==> src/rtl/evm_pkg.sv <==
// Shared types and constants for the vote tally unit: FSM states, reject
// reason codes and the index-width helper used to size ports.
package evm_pkg;

  typedef enum logic [1:0] {
    IDLE = 2'd0,
    OPEN = 2'd1,
    SCAN = 2'd2,
    DONE = 2'd3
  } state_e;

  localparam logic [1:0] REJ_NONE    = 2'd0;
  localparam logic [1:0] REJ_DUP     = 2'd1;
  localparam logic [1:0] REJ_INVALID = 2'd2;
  localparam logic [1:0] REJ_CLOSED  = 2'd3;

  // Width of an index able to address n items; never narrower than one bit.
  function automatic int unsigned idx_width(input int unsigned n);
    return (n < 2) ? 1 : $clog2(n);
  endfunction

endpackage

==> src/rtl/vote_max_scanner.sv <==
// Sequential argmax: takes one (index, count) pair per enabled cycle and keeps
// the running best with a tie flag; the lowest index wins among equals.
module vote_max_scanner
  import evm_pkg::*;
#(
  parameter int unsigned NUM_CANDIDATES = 4,
  parameter int unsigned COUNT_W        = 4,
  localparam int unsigned CAND_W        = idx_width(NUM_CANDIDATES)
) (
  input  logic               clk,
  input  logic               rst,
  input  logic               clear_i,
  input  logic               en_i,
  input  logic               start_i,
  input  logic               last_i,
  input  logic [CAND_W-1:0]  idx_i,
  input  logic [COUNT_W-1:0] val_i,
  output logic [CAND_W-1:0]  best_idx_o,
  output logic [COUNT_W-1:0] best_val_o,
  output logic               tie_o,
  output logic               done_o
);

  logic [CAND_W-1:0]  best_idx_q, best_idx_d;
  logic [COUNT_W-1:0] best_val_q, best_val_d;
  logic               tie_q, tie_d;

  // NOTE: every variable gets its hold value first so no path leaves it unassigned (no latch).
  always_comb begin
    best_idx_d = best_idx_q;
    best_val_d = best_val_q;
    tie_d      = tie_q;
    if (clear_i) begin
      best_idx_d = '0;
      best_val_d = '0;
      tie_d      = 1'b0;
    end else if (en_i) begin
      if (start_i) begin
        best_idx_d = idx_i;
        best_val_d = val_i;
        tie_d      = 1'b0;
      end else if (val_i > best_val_q) begin
        best_idx_d = idx_i;
        best_val_d = val_i;
        tie_d      = 1'b0;
      end else if (val_i == best_val_q) begin
        tie_d = 1'b1;
      end
    end
  end

  // NOTE: state registers use non-blocking assignments so all flops update together.
  always_ff @(posedge clk) begin
    if (rst) begin
      best_idx_q <= '0;
      best_val_q <= '0;
      tie_q      <= 1'b0;
    end else begin
      best_idx_q <= best_idx_d;
      best_val_q <= best_val_d;
      tie_q      <= tie_d;
    end
  end

  assign best_idx_o = best_idx_q;
  assign best_val_o = best_val_q;
  assign tie_o      = tie_q;
  assign done_o     = en_i & last_i;

endmodule

==> src/rtl/vote_tally_unit.sv <==
// Election controller: voter roll flags, per-candidate saturating counters,
// registered accept/reject feedback and a post-close winner scan.
module vote_tally_unit
  import evm_pkg::*;
#(
  parameter int unsigned NUM_CANDIDATES = 4,
  parameter int unsigned NUM_VOTERS     = 8,
  parameter int unsigned COUNT_W        = 4,
  localparam int unsigned CAND_W        = idx_width(NUM_CANDIDATES),
  localparam int unsigned VOTER_W       = idx_width(NUM_VOTERS)
) (
  input  logic               clk,
  input  logic               rst,
  input  logic               election_open,
  input  logic               election_close,
  input  logic               vote_signal,
  input  logic [VOTER_W-1:0] voter_number,
  input  logic [CAND_W-1:0]  candidate_number,
  output logic               vote_accepted,
  output logic               vote_rejected,
  output logic [1:0]         reject_code,
  output logic [COUNT_W-1:0] total_votes,
  output logic               busy,
  output logic               result_valid,
  output logic [CAND_W-1:0]  winner_candidate,
  output logic [COUNT_W-1:0] winner_votes,
  output logic               tie
);

  localparam logic [CAND_W:0]   CAND_LIMIT  = (CAND_W + 1)'(NUM_CANDIDATES);
  localparam logic [VOTER_W:0]  VOTER_LIMIT = (VOTER_W + 1)'(NUM_VOTERS);
  localparam logic [CAND_W-1:0] LAST_IDX    = CAND_W'(NUM_CANDIDATES - 1);

  state_e                   state_q, state_d;
  logic [NUM_VOTERS-1:0]    voted_q, voted_d;
  logic [COUNT_W-1:0]       cnt_q [NUM_CANDIDATES];
  logic [COUNT_W-1:0]       cnt_d [NUM_CANDIDATES];
  logic [COUNT_W-1:0]       total_q, total_d;
  logic [CAND_W-1:0]        scan_idx_q, scan_idx_d;
  logic                     acc_q, acc_d;
  logic                     rej_q, rej_d;
  logic [1:0]               code_q, code_d;

  logic                     cand_ok, voter_ok, dup;
  logic [COUNT_W-1:0]       scan_val;
  logic                     scan_clear, scan_done;

  assign cand_ok  = {1'b0, candidate_number} < CAND_LIMIT;
  assign voter_ok = {1'b0, voter_number} < VOTER_LIMIT;

  // Decoded lookups keep out-of-range indices from ever addressing the arrays.
  always_comb begin
    dup      = 1'b0;
    scan_val = '0;
    for (int v = 0; v < NUM_VOTERS; v++) begin
      if (voter_number == VOTER_W'(v) && voted_q[v]) dup = 1'b1;
    end
    for (int c = 0; c < NUM_CANDIDATES; c++) begin
      if (scan_idx_q == CAND_W'(c)) scan_val = cnt_q[c];
    end
  end

  always_comb begin
    state_d    = state_q;
    voted_d    = voted_q;
    cnt_d      = cnt_q;
    total_d    = total_q;
    scan_idx_d = scan_idx_q;
    acc_d      = 1'b0;
    rej_d      = 1'b0;
    code_d     = REJ_NONE;
    scan_clear = 1'b0;

    case (state_q)
      IDLE, DONE: begin
        if (election_open) begin
          state_d    = OPEN;
          voted_d    = '0;
          total_d    = '0;
          scan_clear = 1'b1;
          for (int c = 0; c < NUM_CANDIDATES; c++) cnt_d[c] = '0;
        end
      end
      OPEN: begin
        if (vote_signal) begin
          if (!cand_ok || !voter_ok) begin
            rej_d  = 1'b1;
            code_d = REJ_INVALID;
          end else if (dup) begin
            rej_d  = 1'b1;
            code_d = REJ_DUP;
          end else begin
            // Saturated counters still record the voter and report acceptance.
            acc_d = 1'b1;
            for (int v = 0; v < NUM_VOTERS; v++) begin
              if (voter_number == VOTER_W'(v)) voted_d[v] = 1'b1;
            end
            for (int c = 0; c < NUM_CANDIDATES; c++) begin
              if (candidate_number == CAND_W'(c) && cnt_q[c] != '1)
                cnt_d[c] = cnt_q[c] + COUNT_W'(1);
            end
            if (total_q != '1) total_d = total_q + COUNT_W'(1);
          end
        end
        if (election_close) begin
          state_d    = SCAN;
          scan_idx_d = '0;
        end
      end
      SCAN: begin
        scan_idx_d = scan_idx_q + CAND_W'(1);
        if (scan_done) state_d = DONE;
      end
      default: state_d = IDLE;
    endcase

    if (vote_signal && state_q != OPEN) begin
      rej_d  = 1'b1;
      code_d = REJ_CLOSED;
    end
  end

  always_ff @(posedge clk) begin
    if (rst) begin
      state_q    <= IDLE;
      voted_q    <= '0;
      total_q    <= '0;
      scan_idx_q <= '0;
      acc_q      <= 1'b0;
      rej_q      <= 1'b0;
      code_q     <= REJ_NONE;
      // NOTE: the counter array is reset explicitly; a fresh unit must report zero votes.
      for (int c = 0; c < NUM_CANDIDATES; c++) cnt_q[c] <= '0;
    end else begin
      state_q    <= state_d;
      voted_q    <= voted_d;
      cnt_q      <= cnt_d;
      total_q    <= total_d;
      scan_idx_q <= scan_idx_d;
      acc_q      <= acc_d;
      rej_q      <= rej_d;
      code_q     <= code_d;
    end
  end

  vote_max_scanner #(
    .NUM_CANDIDATES (NUM_CANDIDATES),
    .COUNT_W        (COUNT_W)
  ) u_scanner (
    .clk        (clk),
    .rst        (rst),
    .clear_i    (scan_clear),
    .en_i       (state_q == SCAN),
    .start_i    (scan_idx_q == '0),
    .last_i     (scan_idx_q == LAST_IDX),
    .idx_i      (scan_idx_q),
    .val_i      (scan_val),
    .best_idx_o (winner_candidate),
    .best_val_o (winner_votes),
    .tie_o      (tie),
    .done_o     (scan_done)
  );

  assign vote_accepted = acc_q;
  assign vote_rejected = rej_q;
  assign reject_code   = code_q;
  assign total_votes   = total_q;
  assign busy          = (state_q == SCAN);
  assign result_valid  = (state_q == DONE);

endmodule
==> config.mk <==
export PLATFORM = sky130hd
export DESIGN_NAME = vote_tally_unit
export DESIGN_NICKNAME = d
export VERILOG_FILES = /design/src/rtl/evm_pkg.sv /design/src/rtl/vote_max_scanner.sv /design/src/rtl/vote_tally_unit.sv
export SDC_FILE = /design/constraint.sdc
export NUM_CORES = 1
export LEC_CHECK = 0
export BUFFER_PORTS_ARGS = -buffer_cell sky130_fd_sc_hd__buf_4
export CORE_MARGIN = 3
export CORE_UTILIZATION = 27
export CTS_CLUSTER_DIAMETER = 40
export DETAILED_ROUTE_END_ITERATION = 8
export PLACE_DENSITY = 0.52
export SYNTH_ARGS = -nofsm -noshare
export SYNTH_HDL_FRONTEND = slang
export SYNTH_SLANG_ARGS = --single-unit
==> constraint.sdc <==
create_clock -name clk -period 2.2 [get_ports clk]
set_input_delay 0.22 -clock clk [delete_from_list [all_inputs] [get_ports clk]]
set_output_delay 0.22 -clock clk [all_outputs]
set_load 0.05 [all_outputs]
# Word-level counts from Yosys, hierarchy flattened

Cells that the tools add are included.

Bits in registers: 43
Input bits: 10
Output and inout port bits: 17
Logic and storage cells: 174

Equality and inequality tests: 41
Mux-type cells: 61
Bitwise logic cells: 3
Order comparisons: 1
Reduce and logical (&&, ||, !) cells: 41
Add/subtract/negate cells: 6

Operators with widths:

| cell                                                                   | number |
|---|---|
| 5-bit AND reduction                                                    | 13 |
| 4-bit two-way mux                                                      | 14 |
| 16-bit two-way mux                                                     | 3 |
| 2-bit inequality test (second input constant)                          | 18 |
| 16-bit one-hot mux with 2 select lines                                 | 1 |
| 1-bit two-way mux                                                      | 29 |
| 8-bit two-way mux                                                      | 3 |
| 4-bit by 1-bit adder with 4-bit output (second input constant)         | 5 |
| 4-bit inequality test (second input constant)                          | 5 |
| 8-bit one-hot mux with 2 select lines                                  | 1 |
| 2-bit two-way mux                                                      | 7 |
| 1-bit logical AND                                                      | 13 |
| 2-bit equality test (second input constant)                            | 6 |
| 3-bit equality test (second input constant)                            | 4 |
| 4-bit one-hot mux with 2 select lines                                  | 1 |
| 2-bit by 1-bit equality test with 1-bit output (second input constant) | 3 |
| 3-bit by 2-bit equality test with 1-bit output (second input constant) | 2 |
| 2-bit logical NOT                                                      | 3 |
| 2-bit one-hot mux with 3 select lines                                  | 1 |
| 2-bit AND reduction                                                    | 3 |
| 2-bit nonzero test                                                     | 3 |
| 4-bit equality test                                                    | 1 |
| 4-bit > comparator                                                     | 1 |
| 2-bit one-hot mux with 2 select lines                                  | 1 |
| 10 further kinds                                                       | 12 |

# Longest topological paths before layout

Gate-level depths: netlist of the first run.

Word-level depth: 14
Mapped depth: 12
Depth with buffers taken out: 11

# Modules after synthesis

Synthesis of the first run repeated with hierarchy kept, for this count alone.

Cell total of the unflattened synthesis: 296
Area total of the unflattened synthesis: 2454.9 sq um

Modules (own cells, without submodules):

| module           | cells an instance | sequential area each (sq um) | area an instance (sq um) | times used |
|---|---|---|---|---|
| vote_tally_unit  | 250               | 700.7                        | 2043.2                   | 1 |
| vote_max_scanner | 46                | 140.1                        | 411.6                    | 1 |

# Worst setup path after synthesis of the first run

No wires, ideal clock.

Path kind: register to register
Start: register scan_idx_q[0]
End: register u_scanner.best_idx_q[0], in the netlist u_scanner.best_idx_o[0]
Required time: 2.130 ns
Path slack: -0.144 ns
Cell stages (with the launch flop): 13
Data arrival time: 2.273 ns
Buffers on the path: 1
Setup time: 0.070 ns
Cells stage by stage: dfxtp_1 > inv_1 > ha_1 > clkbuf_1 > a21oi_1 > o21ai_0 > a22o_1 > ha_1 > nor2b_1 > o21a_1 > o21ai_1 > o21ai_0 > a21oi_1

Longest elaborated chain between the ends: 8

Ends and longest elaborated chain:

| element                         | line                   | RTL |
|---|---|---|
| start, declared                 | vote_tally_unit.sv:39  | `logic [CAND_W-1:0] scan_idx_q, scan_idx_d;` |
| start signal, assigned          | vote_tally_unit.sv:139 | `scan_idx_q <= scan_idx_d;` |
| 2-bit logical NOT               | vote_tally_unit.sv:59  | `if (scan_idx_q == CAND_W'(c)) scan_val = cnt_q[c];` |
| 4-bit two-way mux (3 in series) | vote_tally_unit.sv:59  |  |
| 4-bit two-way mux *             | vote_tally_unit.sv:59  |  |
| net scan_val[1]                 | vote_tally_unit.sv:45  | `logic [COUNT_W-1:0] scan_val;` |
| 4-bit > comparator *            | vote_max_scanner.sv:42 | `end else if (val_i > best_val_q) begin` |
| 2-bit nonzero test (no line) *  | --                     |  |
| 2-bit AND reduction (no line) * | --                     |  |
| end signal, assigned            | vote_max_scanner.sv:59 | `best_idx_q <= best_idx_d;` |
| end, declared                   | vote_max_scanner.sv:24 | `logic [CAND_W-1:0] best_idx_q, best_idx_d;` |

The timed path passes the listed nets; every way through them passes the cells marked *. The select of a mux whose other input is x is not followed.
A chain may end at the register's enable or synchronous reset.

# Final worst setup path of the first run

Start: register scan_idx_q[1]
End: register u_scanner.best_val_q[0], in the netlist u_scanner.best_val_o[0]

Longest elaborated chain between the ends: 8

Ends and longest elaborated chain:

| element                         | line                   | RTL |
|---|---|---|
| 2-bit logical NOT               | vote_tally_unit.sv:59  |  |
| 4-bit two-way mux (3 in series) | vote_tally_unit.sv:59  |  |
| 4-bit two-way mux *             | vote_tally_unit.sv:59  |  |
| net scan_val[1]                 | vote_tally_unit.sv:45  |  |
| 4-bit > comparator *            | vote_max_scanner.sv:42 |  |
| 2-bit nonzero test (no line) *  | --                     |  |
| 2-bit AND reduction (no line) * | --                     |  |
| end signal, assigned            | vote_max_scanner.sv:60 | `best_val_q <= best_val_d;` |
| end, declared                   | vote_max_scanner.sv:25 | `logic [COUNT_W-1:0] best_val_q, best_val_d;` |

Marks and branches as above.

==> results of run 1 <==
-- placed cells by master (no fill, tap or decap), drive strengths merged, types with 5 or more instances in the layout --
| cell | Yosys | final |
|---|---|---|
| clkbuf | 9 | 7 |
| o31ai | 5 | 5 |
| o311ai | 5 | 5 |
| ha | 17 | 17 |
| nand2b | 9 | 9 |
| buf | 5 | 45 |
| nor3 | 10 | 10 |
| dfxtp | 42 | 42 |
| nand2 | 27 | 27 |
| nand3 | 15 | 15 |
| inv | 17 | 17 |
| o21ai | 11 | 11 |
| nor2 | 19 | 19 |
| a31oi | 9 | 9 |
| mux2i | 5 | 5 |
| or3 | 5 | 5 |
| a21oi | 19 | 19 |
-- worst max path at each step --
stage / slack [ns] / from / to / cells after the start
4_1_cts: -0.05 / scan_idx_q[1] / u_scanner.best_val_o[0] / 11
2_1_floorplan: -0.01 / scan_idx_q[0] / u_scanner.best_val_o[0] / 11
6_report: -0.07 / scan_idx_q[1] / u_scanner.best_val_o[0] / 11
3_5_place_dp: -0.19 / scan_idx_q[1] / u_scanner.best_val_o[2] / 11
3_3_place_gp: -0.14 / scan_idx_q[1] / u_scanner.best_val_o[2] / 11
5_1_grt: -0.16 / scan_idx_q[1] / u_scanner.best_val_o[0] / 11
-- area by class of cell --
cell class	instances	area, um^2	share of cell area
Timing Repair Buffer	45	342	0.112
Clock buffer	7	86.3	0.0282
Sequential cell	42	850	0.278
Tap cell	108	135	0.0442
Clock inverter	1	5.00	0.00164
Multi-Input combinational cell	213	1580	0.515
Inverter	17	66.3	0.0217
-- synth_stat cells (5+ instances only) --
cell type  count
o311ai_1       5
or3_1          5
dfxtp_1       42
a31oi_1        9
nand2_1       26
nand2b_1       9
mux2i_1        5
ha_1          17
inv_1         17
nor2_1        19
nand3_1       14
a21oi_1       18
nor3_1        10
clkbuf_1       9
o21ai_0        8
-- metal layers --
layer	wire (um)	vias up
met4	75	0
met5	0	-
met1	2930	1037
met3	194	5
met2	2810	35
li1	-	1143
-- through the flow --
stage | std cells | cell area (um^2)
4_1_cts | 431 | 3040
5_1_grt | 433 | 3060
3_5_place_dp | 421 | 2830
3_3_place_gp | 421 | 2830
2_1_floorplan | 286 | 2470
6_report | 433 | 3060
-- sequential cells by signal, summed over array words and instances, names as in the netlist --
register,cells
cnt_q,16
reject_code,1
scan_idx_q,2
state_q,2
total_votes,4
u_scanner.best_idx_o,2
u_scanner.best_val_o,4
u_scanner.tie_o,1
vote_accepted,1
vote_rejected,1
voted_q,8
-- power breakdown --
group / total, mW / internal [mW] / switching, mW
clock network: 0.526 / 0.254 / 0.272
registers: 0.889 / 0.825 / 0.0636
logic: 1.18 / 0.424 / 0.753
total: 2.59 / 1.50 / 1.09
-- cell families (layout without fill, tap and decap cells) --
logic type | Yosys count | after routing
and+or+nand+nor | 102 | 102
muxes | 8 | 8
DFF | 42 | 42
adders and majority gates | 17 | 17
buffers and inverters | 31 | 70
AOI/OAI and AO/OA | 86 | 86
-- what timing repair did --
| action | in CTS | in global routing |
|---|---|---|
| pin swaps | 14 | 11 |
| gates cloned | 0 | 0 |
| hold buffers | 0 | 0 |
| resized for setup | 21 | 5 |
| endpoints found under the setup margin | 7 | 16 |
| setup buffers | 2 | 2 |
| endpoints found under the hold margin | 0 | 0 |
==> results.cfg, run 1 <==
[cells_and_area]
nets = 351
final.fill_count = 931
syn2layout_area_growth_pct = 24.9
antenna_cells = 0
final_util = 0.349
drive_above_1_share = 0.271

[global_route]
track_usage = 0.124
antenna_found_initial = 0
met1_usage = 0.165
grt_pass1_wl_mm = 10.2
grt_pass1_vias = 2112
grt_max_degree = 15
busiest_layer = met2
grt_util_met2 = 0.201
overflow = 0
grt_use_met3 = 0.0213

[yosys]
yosysWarningCount = 0
synth_top_family_by_area = compound AO/OA/AOI/OAI gates
synth-seq-area-share = 0.343
ys_seq_elements = 42
synth_area_leader_cell = dfxtp_1
async_flop_share = 0
synthMuxAreaShare = 0.0358
synthAdderAreaFrac = 0.0868
synth-compound-area-share = 0.265
synth_top_area_share = 0.343
synth-simple-area-share = 0.213
postSynthAreaPerCell_um2 = 8.57
synth_cells = 286
synth_edf_count = 0
synth_nets = 313
syn_area_um2 = 2450
synth-xor-area-share = 0
ys_top_cells_by_area = dfxtp_1, ha_1, nand2_1, a21oi_1, nor2_1
synth_ff_type = dfxtp_1
synth_cell_types = 61

[setup_path]
slowest_delay_ns = 0.36
critPathMaxFanout = 7
critPathBufInv = 2
rrSetupSlack_ns = -0.07
startpoint_type = flip-flop
arrival_ns = 2.45
worst_path_max_delay_cell = dfxtp_4
crit_required_ns = 2.39
endpoint_kind = flip-flop
reg2reg_depth = 11
reg2reg_to = u_scanner.best_val_o[0]
crit_type = flip-flop to flip-flop
critical_path.top_delay_family = compound AO/OA/AOI/OAI gates
crit_chain = buf_6 > ha_4 > buf_4 > a21oi_1 > a22o_1 > ha_1 > nor2b_1 > o21a_1 > o21a_4 > a21oi_2 > a311oi_2
rr_startpoint = scan_idx_q[1]

[route]
drtIter0Drc = 104
drc_errors = 0
wl_mm = 6.01
dr.pass1.iters = 4
dr_total_vias = 2220
routed_via_density = 5.13
wl_per_cell_um = 13.9
final_antenna_net_count = 0

[timing]
hold-worst-slack_ns = 0.163
hold_viol = 0
setup_viol = 6
tightestPinTransition_ns = 0.447
rsz0062_at_grt = true
slew_viol_final = 0
worst_slack_ns = -0.0669
relSlewSlack = 0.700
final.min_clock_period_ns = 2.27
finalCritPeriodShare = 1.03
finalClockSkew_ns = 0.0108
fmax_mhz = 441
tns_ns = -0.278

[place]
hpwl_mm = 4.40
place_ws_ns = -0.194
io_buffer_count = 26
place_congestion = 0.815

[worst_hold_path]
hold_start = rst
hold_class = input port to flip-flop
hold_path_end = scan_idx_q[0]
hold_depth = 2

[floorplan]
die_h_um = 101
io_pins = 27
rows = 34
die_w_um = 101
die_area_um2 = 10300
start_util = 0.280
coreArea_um2 = 8760

[flow_run]
maxCapViolations = 0

[clock_tree]
clk_pin_slew_ns = 0.09
clock_sinks = 42
clk_path_buf_depth = 2
cts_buffers = 5
cts-root-buf = clkbuf_8
insertion_delay_ns = 0.30
htreeDepth = 2
cts_tree = built

[power_and_ir_drop]
pwr_density_cell_nw_per_um2 = 847
p_leak_nw = 1.19
total_power_mw = 2.59
peakVddDrop_mv = 0.472

[status]
violations = negative setup slack
status = finished, violations left
Note: power is estimated with default switching activity, not from simulation.
==> inputs of run 2 (changes only) <==
--- a/config.mk
+++ b/config.mk
@@ -7,10 +7,10 @@
 export LEC_CHECK = 0
 export BUFFER_PORTS_ARGS = -buffer_cell sky130_fd_sc_hd__buf_4
 export CORE_MARGIN = 3
-export CORE_UTILIZATION = 27
+export CORE_UTILIZATION = 35
 export CTS_CLUSTER_DIAMETER = 40
 export DETAILED_ROUTE_END_ITERATION = 8
-export PLACE_DENSITY = 0.52
+export PLACE_DENSITY = 0.62
 export SYNTH_ARGS = -nofsm -noshare
 export SYNTH_HDL_FRONTEND = slang
 export SYNTH_SLANG_ARGS = --single-unit
==> results.cfg, run 2 (synthesis gave the netlist of run 1 again) <==
[cells_and_area]
nets = 348
final_common_cell = buf_4
final_cell_mix = buf_4, dfxtp_1, nand2_1
post-route-cell-area_um2 = 3080
largest_reg_flops = 16
fin_cells = 415
layout.area.seq_um2 = 848
final_util = 0.469
largestRegisters = cnt_q (16), voted_q (8)
syn2layout_area_growth_pct = 25.7
antenna_cells = 0
drive_above_1_share = 0.280
regMostFlops = cnt_q
multi_input_area_um2 = 1620
final.fill_count = 633

[power_and_ir_drop]
p_leak_nw = 1.19
power_frac_comb = 0.441
total_power_mw = 2.70
p_seq_frac = 0.328
p_sw_mw = 1.10
p_clk_frac = 0.231
swShare = 0.408
peakVddDrop_mv = 0.465
pwr_density_cell_nw_per_um2 = 876
p_int_mw = 1.59

[timing]
setup_viol = 6
relSlewSlack = 0.664
slew_viol_final = 0
finalCritPeriodShare = 1.02
rsz0062_at_grt = true
hold-worst-slack_ns = 0.150
tns_ns = -0.123
finalClockSkew_ns = 0.00915
fmax_mhz = 444
hold_viol = 0
worst_slack_ns = -0.0525
final.min_clock_period_ns = 2.25
tightestPinTransition_ns = 0.500

[floorplan]
die_area_um2 = 8040
start_util = 0.373
die_h_um = 89.7
coreArea_um2 = 6570
io_pins = 27
die_w_um = 89.7
rows = 29

[setup_path]
critPathMaxFanout = 7
critical_path.top_delay_family = compound AO/OA/AOI/OAI gates
crit_required_ns = 2.38
startpoint = scan_idx_q[1]
critPathBufInv = 2
crit_chain = inv_4 > ha_4 > buf_4 > o21ai_1 > a22o_1 > ha_4 > or3_4 > o21a_4 > a21oi_2 > a311oi_2
cpMostUsedCell = ha_4
endpoint_kind = flip-flop
worst_path_max_delay_cell = or3_4
arrival_ns = 2.43
slowest_delay_ns = 0.39
crit_type = flip-flop to flip-flop
rr_startpoint = scan_idx_q[1]
rrSetupSlack_ns = -0.05
startpoint_type = flip-flop

[route]
routed_via_density = 5.31
final_antenna_net_count = 0
drc_errors = 0
dr.pass1.iters = 4
wl_mm = 5.78
drtIter0Drc = 132
dr_total_vias = 2205
wl_per_cell_um = 13.9

[status]
status = finished, violations left
violations = negative setup slack

[global_route]
grt_pass1_vias = 2117
overflow = 0
antenna_found_initial = 0
track_usage = 0.154
grt_max_degree = 15
grt_pass1_wl_mm = 9.72

[clock_tree]
cts-root-buf = clkbuf_8
clk_path_buf_depth = 2
clk_pin_slew_ns = 0.09
insertion_delay_ns = 0.30
clock_sinks = 42
cts_tree = built
htreeDepth = 2
cts_buffers = 5

[worst_hold_path]
hold_class = input port to flip-flop
hold_start = rst

[place]
placed_area_um2 = 2800
post-place-cells = 404
io_buffer_count = 26
place_ws_ns = -0.202
hpwl_mm = 4.13
place_congestion = 0.798

[flow_run]
maxCapViolations = 0
run 2: cell types whose count changed in the layout (fill, tap and decap cells not counted), sizes merged:
cell,previous run,this run
buf,45,42
bufinv,0,1
clkbuf,7,6
clkinv,1,0
clkinvlp,0,1
run 2: metal layers:
layer,part of all wire,vias up,GRT usage
met2,0.46,35,0.245
met5,0,-,0
li1,-,1137,-
met3,0.036,9,0.0374
met1,0.49,1024,0.202
met4,0.019,0,0.0528
run 2: repair_timing:
action / in CTS / in global routing
setup buffers: 2 / 1
hold buffers: 0 / 0
pin swaps: 11 / 9
resized for setup: 23 / 12
setup endpoints to repair: 7 / 10
run 2: power groups by stage:
stage          sequential, mW  clock [mW]  combinational [mW]
6_report                0.885       0.623                1.19
5_1_grt                 0.896       0.678                1.30
4_1_cts                 0.886       0.636                1.13
3_3_place_gp            0.893           0                1.03
3_5_place_dp            0.894           0                1.03
2_1_floorplan           0.986           0               0.669
run 2: final cells by class:
cell class	count	share of cell area
Clock buffer	6	0.0236
Clock inverter	2	0.0122
Inverter	17	0.0223
Multi-Input combinational cell	213	0.526
Sequential cell	42	0.275
Tap cell	93	0.0378
Timing Repair Buffer	42	0.102
run 2: worst reg2reg max path: stages, from the launching register on:
cell and delay [ns]:
dfxtp_4 0.38, inv_4 0.08, ha_4 0.17, buf_4 0.12, o21ai_1 0.06, a22o_1 0.26
ha_4 0.18, or3_4 0.39, o21a_4 0.27, a21oi_2 0.16, a311oi_2 0.05
run 2: final timing paths:
path / to / depth (start not counted)
min: scan_idx_q[0] / 2
max: u_scanner.best_val_o[0] / 10
max reg2reg: u_scanner.best_val_o[0] / 10
min reg2reg: voted_q[3] / 2
